File: src/rtl/div_issue_if.sv
// Bundles the EX-stage handshake and the divider-side port of div_issue.
// slave: the issue block. master: the EX stage and divider around it.
interface div_issue_if;
  logic        div_req_i;
  logic        div_signed_i;
  logic [31:0] reg1_i;
  logic [31:0] reg2_i;
  logic        flush_i;
  logic        stall_hold_i;
  logic [63:0] div_result_i;
  logic        div_ready_i;
  logic        div_start_o;
  logic        div_signed_o;
  logic [31:0] div_opdata1_o;
  logic [31:0] div_opdata2_o;
  logic        div_annul_o;
  logic        stallreq_o;
  logic        whilo_o;
  logic [31:0] hi_o;
  logic [31:0] lo_o;
  logic        timeout_o;

  modport slave (
    input  div_req_i, div_signed_i, reg1_i, reg2_i, flush_i, stall_hold_i,
           div_result_i, div_ready_i,
    output div_start_o, div_signed_o, div_opdata1_o, div_opdata2_o,
           div_annul_o, stallreq_o, whilo_o, hi_o, lo_o, timeout_o
  );

  modport master (
    output div_req_i, div_signed_i, reg1_i, reg2_i, flush_i, stall_hold_i,
           div_result_i, div_ready_i,
    input  div_start_o, div_signed_o, div_opdata1_o, div_opdata2_o,
           div_annul_o, stallreq_o, whilo_o, hi_o, lo_o, timeout_o
  );
endinterface

File: src/rtl/div_issue.sv
// Issues one DIV/DIVU from EX to a multi-cycle divider, stalls EX until the
// result lands in HI/LO, and aborts the operation on flush or watchdog expiry.
module div_issue #(
  parameter int WDOG_LIMIT = 48
) (
  input  logic        clk,
  input  logic        rst,
  div_issue_if.slave  bus
);

  localparam int CNT_W = $clog2(WDOG_LIMIT + 1);
  localparam logic [CNT_W-1:0] CNT_LAST = CNT_W'(WDOG_LIMIT - 1);

  typedef enum logic [1:0] {IDLE, BUSY, DONE} state_e;

  state_e           state_q;
  logic             start_q;
  logic             signed_q;
  logic [31:0]      op1_q;
  logic [31:0]      op2_q;
  logic [31:0]      hi_q;
  logic [31:0]      lo_q;
  logic             timeout_q;
  logic [CNT_W-1:0] cnt_q;
  logic [CNT_W-1:0] cnt_d;
  logic             wdog_hit;
  logic             stallreq;
  logic             annul;
  logic             whilo;

  assign cnt_d    = cnt_q + CNT_W'(1);
  // A ready in the last watchdog cycle still wins over the abort.
  assign wdog_hit = (state_q == BUSY) && !bus.div_ready_i && (cnt_q == CNT_LAST);

  always_comb begin
    stallreq = 1'b0;
    annul    = 1'b0;
    whilo    = 1'b0;
    if (!rst) begin
      case (state_q)
        IDLE:    stallreq = bus.div_req_i && !bus.flush_i;
        BUSY: begin
          stallreq = 1'b1;
          annul    = bus.flush_i || wdog_hit;
        end
        DONE:    whilo = !bus.flush_i;
        default: stallreq = 1'b0;
      endcase
    end
  end

  always_ff @(posedge clk) begin
    if (rst) begin
      state_q   <= IDLE;
      start_q   <= 1'b0;
      signed_q  <= 1'b0;
      op1_q     <= '0;
      op2_q     <= '0;
      hi_q      <= '0;
      lo_q      <= '0;
      timeout_q <= 1'b0;
      cnt_q     <= '0;
    end else begin
      timeout_q <= 1'b0;
      case (state_q)
        IDLE: begin
          if (bus.div_req_i && !bus.flush_i) begin
            op1_q    <= bus.reg1_i;
            op2_q    <= bus.reg2_i;
            signed_q <= bus.div_signed_i;
            start_q  <= 1'b1;
            cnt_q    <= '0;
            state_q  <= BUSY;
          end
        end
        BUSY: begin
          if (bus.flush_i) begin
            start_q <= 1'b0;
            state_q <= IDLE;
          end else if (bus.div_ready_i) begin
            hi_q    <= bus.div_result_i[63:32];
            lo_q    <= bus.div_result_i[31:0];
            start_q <= 1'b0;
            state_q <= DONE;
          end else if (cnt_q == CNT_LAST) begin
            timeout_q <= 1'b1;
            start_q   <= 1'b0;
            state_q   <= IDLE;
          end else begin
            cnt_q <= cnt_d;
          end
        end
        DONE: begin
          // Always leave through IDLE so the retired instruction cannot re-issue.
          if (!(bus.stall_hold_i && !bus.flush_i)) state_q <= IDLE;
        end
        default: state_q <= IDLE;
      endcase
    end
  end

  assign bus.div_start_o   = start_q;
  assign bus.div_signed_o  = signed_q;
  assign bus.div_opdata1_o = op1_q;
  assign bus.div_opdata2_o = op2_q;
  assign bus.div_annul_o   = annul;
  assign bus.stallreq_o    = stallreq;
  assign bus.whilo_o       = whilo;
  assign bus.hi_o          = hi_q;
  assign bus.lo_o          = lo_q;
  assign bus.timeout_o     = timeout_q;

endmodule

File: src/flat_wrapper.sv
// flat-port wrapper written by rule: the top's interface ports become plain ports
module div_issue_flat 
#(
  parameter int WDOG_LIMIT = 48
)
  (clk, rst, bus_div_req_i, bus_div_signed_i, bus_reg1_i, bus_reg2_i, bus_flush_i, bus_stall_hold_i, bus_div_result_i, bus_div_ready_i, bus_div_start_o, bus_div_signed_o, bus_div_opdata1_o, bus_div_opdata2_o, bus_div_annul_o, bus_stallreq_o, bus_whilo_o, bus_hi_o, bus_lo_o, bus_timeout_o);
  div_issue_if bus_i ();
  input  logic clk;
  input  logic rst;
  input wire logic [$bits(bus_i.div_req_i)-1:0] bus_div_req_i;
  input wire logic [$bits(bus_i.div_signed_i)-1:0] bus_div_signed_i;
  input wire logic [$bits(bus_i.reg1_i)-1:0] bus_reg1_i;
  input wire logic [$bits(bus_i.reg2_i)-1:0] bus_reg2_i;
  input wire logic [$bits(bus_i.flush_i)-1:0] bus_flush_i;
  input wire logic [$bits(bus_i.stall_hold_i)-1:0] bus_stall_hold_i;
  input wire logic [$bits(bus_i.div_result_i)-1:0] bus_div_result_i;
  input wire logic [$bits(bus_i.div_ready_i)-1:0] bus_div_ready_i;
  output wire logic [$bits(bus_i.div_start_o)-1:0] bus_div_start_o;
  output wire logic [$bits(bus_i.div_signed_o)-1:0] bus_div_signed_o;
  output wire logic [$bits(bus_i.div_opdata1_o)-1:0] bus_div_opdata1_o;
  output wire logic [$bits(bus_i.div_opdata2_o)-1:0] bus_div_opdata2_o;
  output wire logic [$bits(bus_i.div_annul_o)-1:0] bus_div_annul_o;
  output wire logic [$bits(bus_i.stallreq_o)-1:0] bus_stallreq_o;
  output wire logic [$bits(bus_i.whilo_o)-1:0] bus_whilo_o;
  output wire logic [$bits(bus_i.hi_o)-1:0] bus_hi_o;
  output wire logic [$bits(bus_i.lo_o)-1:0] bus_lo_o;
  output wire logic [$bits(bus_i.timeout_o)-1:0] bus_timeout_o;
  assign bus_i.div_req_i = bus_div_req_i;
  assign bus_i.div_signed_i = bus_div_signed_i;
  assign bus_i.reg1_i = bus_reg1_i;
  assign bus_i.reg2_i = bus_reg2_i;
  assign bus_i.flush_i = bus_flush_i;
  assign bus_i.stall_hold_i = bus_stall_hold_i;
  assign bus_i.div_result_i = bus_div_result_i;
  assign bus_i.div_ready_i = bus_div_ready_i;
  assign bus_div_start_o = bus_i.div_start_o;
  assign bus_div_signed_o = bus_i.div_signed_o;
  assign bus_div_opdata1_o = bus_i.div_opdata1_o;
  assign bus_div_opdata2_o = bus_i.div_opdata2_o;
  assign bus_div_annul_o = bus_i.div_annul_o;
  assign bus_stallreq_o = bus_i.stallreq_o;
  assign bus_whilo_o = bus_i.whilo_o;
  assign bus_hi_o = bus_i.hi_o;
  assign bus_lo_o = bus_i.lo_o;
  assign bus_timeout_o = bus_i.timeout_o;
  div_issue #(.WDOG_LIMIT(WDOG_LIMIT)) u_core (.clk(clk), .rst(rst), .bus(bus_i));
endmodule
File: config.mk
export PLATFORM = sky130hd
export DESIGN_NAME = div_issue_flat
export DESIGN_NICKNAME = d
export VERILOG_FILES = /design/src/rtl/div_issue_if.sv /design/src/rtl/div_issue.sv /design/src/flat_wrapper.sv
export SDC_FILE = /design/constraint.sdc
export NUM_CORES = 1
export LEC_CHECK = 0
export CORE_MARGIN = 3
export CORE_UTILIZATION = 35
export CTS_CLUSTER_DIAMETER = 100
export CTS_CLUSTER_SIZE = 14
export DETAILED_ROUTE_END_ITERATION = 8
export PLACE_DENSITY = 0.76
export SYNTH_ARGS = -nofsm -noshare
export SYNTH_HDL_FRONTEND = slang
export SYNTH_SLANG_ARGS = --single-unit
File: constraint.sdc
create_clock -name clk -period 1.7 [get_ports clk]
set_input_delay 0.51 -clock clk [delete_from_list [all_inputs] [get_ports clk]]
set_output_delay 0.51 -clock clk [all_outputs]
set_load 0.01 [all_outputs]
# ---- After elaboration in Yosys (flattened, before gate mapping)
# Index checks and enable logic that the tools add are counted.
dict set report totals {
  out_inout_bits 134
  input_bits 135
  elab_cells 59
  regBits 139
}
dict set report op_classes {
  n_bitwise 2
  reduce_logical 15
  n_mux 23
  n_eq_ne 9
  add_sub_neg 1
}
# operator n
set ops {}
lappend ops {{6-bit two-way mux} 4}
lappend ops {{6-bit one-hot mux with 2 select lines} 1}
lappend ops {{1-bit two-way mux} 10}
lappend ops {{2-bit two-way mux} 5}
lappend ops {{3-bit AND reduction} 3}
lappend ops {{2-bit inequality test, second input constant} 4}
lappend ops {{6-bit by 1-bit adder with 6-bit output, second input constant} 1}
lappend ops {{6-bit == test, second input constant} 1}
lappend ops {{2-bit one-hot mux with 3 select lines} 1}
lappend ops {{5-bit AND reduction} 1}
lappend ops {{1-bit logical AND} 4}
lappend ops {{4-bit inequality test, second input constant} 1}
lappend ops {{1-bit one-hot mux with 2 select lines} 2}
lappend ops {{4-bit OR reduction} 1}
lappend ops {{2-bit by 1-bit == test with 1-bit output, second input constant} 1}
lappend ops {{2-bit == test, second input constant} 1}
lappend ops {{1-bit logical NOT} 2}
lappend ops {{2-bit logical NOT} 1}
lappend ops {{2-bit by 1-bit inequality test with 1-bit output, second input constant} 1}
lappend ops {{1-bit NOT} 2}
lappend ops {{2-bit AND reduction} 1}
lappend ops {{2-bit nonzero test} 1}
lappend ops {{1-bit logical OR} 1}

# ---- Logic depth before layout (Yosys ltp)
dict set report logic_depth {
  depth_word 6
  depth_mapped 7
  ltp_nobuf 5
}

# ---- Worst setup path before layout
# No wires, ideal clock.
dict set report synth_timing {
  path_type {reg-to-output}
  from {reg u_core.cnt_q[0]}
  to {out bus_div_annul_o}
  arrival_time_ns 1.381
  path_stages_with_launch 7
  required_ns 1.190
  slack_ns -0.191
  n_path_buf 1
  cell_sequence {dfxtp_1 ha_1 and3_1 buf_2 nand2_1 or2_2 a21oi_1}
}
dict set report synth_via {
  elab_chain_len 5
}
# item line_no
set synth_lines {}
lappend synth_lines {{from (decl)} div_issue.sv:24} ;# logic [CNT_W-1:0] cnt_q;
lappend synth_lines {{from (signal assigned)} div_issue.sv:90} ;# cnt_q <= cnt_d;
lappend synth_lines {{6-bit == test} div_issue.sv:33} ;# assign wdog_hit = (state_q == BUSY) && !bus.div_ready_i && (cnt_q == CNT_LAST);
lappend synth_lines {{1-bit logical AND} div_issue.sv:33}
lappend synth_lines {{1-bit logical OR} div_issue.sv:44} ;# annul = bus.flush_i || wdog_hit;
lappend synth_lines {{1-bit two-way mux} div_issue.sv:40} ;# case (state_q)
lappend synth_lines {{1-bit two-way mux} div_issue.sv:39} ;# if (!rst) begin
lappend synth_lines {{to (decl)} flat_wrapper.sv:22} ;# output wire logic [$bits(bus_i.div_annul_o)-1:0] bus_div_annul_o;
# Every way passes these cells.

# ---- Worst setup path in the final report
# Ends and elaborated chain as after synthesis.

==> summary.md <==
• 0.472 GHz — Max Freq
• 5,116 — vias after detailed routing
• 4940 um^2 — Synth Cell Area
• 0.00563 ns — final worst clock skew
• done — clock tree from TritonCTS
• output pin — Critical Path End Type
• 0 — total congestion overflow
• 4 — number of detailed-route iterations in the first pass
• 17 — TritonCTS Buffers
• 0.442 ns — hold_ws
• flip-flop — startpoint types
• 90 — maximum number of pins on one net before global-route repair
• 125 um — width of the die
• 0.563 — sequential share of the synthesized area
• simple AND/OR/NAND/NOR gates — largest family of logic cells by synthesized area
• 0.35 ns — highest cell delay on the worst timing path
• 2.12 ns — final critical path time including I/O delays and setup
• finished with violations — outcome
• clkbuf_16 — Root Buffer Master
• 3 — Setup violations, final
• 2 — clock buffer depth
• 7.99 um^2 — mean area per synthesized cell
• u_core.cnt_q[0] — start point of the critical path
• simple AND/OR/NAND/NOR gates — cell family contributing the most delay on the critical path
• 0.06 ns — clk slew on worst S/H paths
• 0 — antenna viol nets, final
• dfxtp_2 — crit path max-delay cell type
• 0.197 — Total GRT Usage
• 139 — register bit total from synthesis
• -0.522 ns — Final TNS setup
• dfxtp_1 56%, nand2_1 20%, a21oi_1 14% — most area-consuming cells after synthesis
• 0.42 ns — source-to-sink clock delay at the later pin of the worst-skew pair
• 3 — Hold Path Depth
• dfxtp_1 — post-synth top area cell
• 618 — count of mapped cells out of synthesis
• 15,700 um — aggregate routed wire length
• dfxtp_1 — prevailing post-synth register cell
• 139 — # clock sinks
• u_core.cnt_q[0] — reg-to-reg endpoint
• 33 — distinct cell type count of the synthesized netlist
• 1.25 — final cycle utilization of the critical path
• 6 — number of gates on the worst path with buffers counted
• 1 — WP buf/inv
• 0.949 ns — transition time at the pin with the least slew margin
• u_core.cnt_q[0] — Critical R2R Launch
• 268 — port bufs
• 0.225 — Simple-Gate Fraction of Synth Area
• 239 — initial detailed-routing violation count
• 0 — number of synthesized flops with an enable pin
• 2 — largest fanout on the critical path
• -0.919 ns — pre-CTS setup slack
• 15,600 um^2 — Die Area
• 73.8% — signed area change from the synthesized netlist to the final layout
• 0.367 — Max-Slew Margin vs Limit
• 0 — share of flip-flops with an asynchronous set or reset after synthesis
• 0 — final max-slew violation count
• 4 — CTS H-tree depth
• 0.00177 — XOR/XNOR Fraction of Synth Area
• 0.112 — proportion of layout cells with a drive suffix above 1
• 6 — reg2reg path depth
• 0 — Yosys warning total
• 269 — number of I/O pins
• 25,000 um — global-route wire length before repair
• 0.809 — global placement routability congestion
• -0.420 ns — worst-case setup margin in the final layout
• 0 — remaining design rule violation count
• 0.709 mV — worst IR drop on VDD
• 0 — hold buffer count at cts
• 11,100 um — Detailed Place HPWL
• 0 — ant diodes
• 949 nW/um^2 — power per cell area
• input port to flip-flop — Hold WC Path Type
• 3.77 nW — Lkg Pwr
• 125 um — die span in y
• 0.160 — synthesized-area fraction occupied by ao, oa, aoi and oai cells
• 0 — final hold vios
• negative setup slack — violated checks
• 1,036 — layout net count
• 0.09 ns — worst setup slack for register-to-register paths
• 13,500 um^2 — core region area
• ha_4 > and3_4 > nand2_2 > or2_4 > a21oi_4 > buf_6 — cell breakdown of the critical path
• flip-flop to output pin — class of the most critical setup path
• 0.366 — initial standard-cell utilization of the core
• 42 — site row count
• 14.5 um — average wire length per cell after detail routing
• bus_div_annul_o — end point of the critical path
• yes — RSZ-0062 raised after global routing
• nand2_1 — most frequently used cell type in the post-synthesis netlist
• 0.563 — share of the synthesized area in the top cell type
• 4,864 — vias in the first global route
• 1.61 ns — CP Data Arrival Time
• 259 x nand2_1, 139 x dfxtp_1, 136 x a21oi_1 — commonest cells in the synthesized netlist
• 0 — number of antenna violations at the first check in global routing
• 0.00253 — post-synthesis adder-cell area fraction
• 4.70 — post-DR vias/cell
• 0 — maximum capacitance violations
• 754 — number of nets in the synthesized netlist
• 0.00228 — proportion of synthesized area in mux cells
• 1.19 ns — worst endpoint required time
==> cells by family (layout without fill, tap and decap cells) <==
family / Yosys count / count (layout)
AND/OR/NAND/NOR: 282 / 282
AO/OA/AOI/OAI: 148 / 148
flip-flops: 139 / 139
buffers and inverters: 46 / 341
adder cells (fa/ha/maj): 1 / 1
XOR/XNOR: 1 / 1
multiplexers: 1 / 1
==> worst min-delay path by stage <==
stage                                  from                      endpoint  slack [ns]
2_1_floorplan               u_core.cnt_q[5]               u_core.cnt_q[5]        0.47
3_3_place_gp   u_core.bus.div_opdata2_o[21]  u_core.bus.div_opdata2_o[21]        0.44
3_5_place_dp   u_core.bus.div_opdata1_o[26]  u_core.bus.div_opdata1_o[26]        0.45
4_1_cts                 u_core.bus.lo_o[16]           u_core.bus.lo_o[16]        0.45
5_1_grt                         bus_flush_i             u_core.state_q[1]        0.45
6_report                        bus_flush_i             u_core.state_q[1]        0.44
==> stage by stage <==
stage | util | power [W] | instances | area, um^2
2_1_floorplan | - | 0.00376 | 618 | 4980
4_1_cts | 0.633 | 0.00822 | 1089 | 8550
6_report | 0.636 | 0.00815 | 1089 | 8580
5_1_grt | 0.636 | 0.00846 | 1089 | 8580
3_5_place_dp | 0.595 | 0.00438 | 1054 | 8040
3_3_place_gp | 0.595 | 0.00437 | 1054 | 8040
==> layout make-up <==
type	count	area, um^2
fillers	1236	4920
clock inverters	15	198
well taps	176	220
flip-flops and latches	139	2790
inverters	1	3.75
repair buffers	308	2920
clock buffers	17	425
multi-input cells	433	2030
==> registers in the layout (all words and copies together) (netlist names) <==
name	count
u_core.bus.hi_o	32
u_core.bus.div_opdata2_o	32
u_core.bus.lo_o	32
u_core.bus.timeout_o	1
u_core.cnt_q	6
u_core.bus.div_opdata1_o	32
u_core.bus.div_start_o	1
u_core.state_q	2
u_core.bus.div_signed_o	1
==> what timing repair did <==
item	CTS	global route
setup endpoints to repair	196	7
gates resized for setup	156	10
setup buffers	3	0
cloned	0	0
pin swaps	3	5
==> where the power goes <==
part | switching [W] | leakage (nW) | internal (W)
clock network | 0.00144 | 0.311 | 0.00246
registers | 0.0000426 | 1.13 | 0.00336
logic | 0.000365 | 2.33 | 0.000491
==> worst register-to-register path, delay by kind of cell (launching register included) <==
family / cells / cell delay (ns)
fa+ha+maj: 1 / 0.14
buf+inv: 1 / 0.14
mux: 1 / 0.23
flops: 1 / 0.35
simple gates: 1 / 0.19
compound gates: 2 / 0.50
==> metal layers <==
metal  GRT usage  wire length (um)
met1       0.228              6330
met2       0.324              7420
met3      0.0909              1690
met4      0.0651               298
met5           0                 0
==> placed cells by master (no fill, tap or decap), types with 3 or more instances in the layout <==
master	instances
dlygate4sd2_1	131
buf_4	30
nand2_1	258
clkbuf_16	17
buf_6	4
clkinv_4	4
clkdlybuf4s50_1	130
bufinv_16	4
nor2_1	3
buf_12	8
dfxtp_2	4
a21oi_1	133
dfxtp_1	135
clkinv_2	5
(Power assumes the default switching activity.)
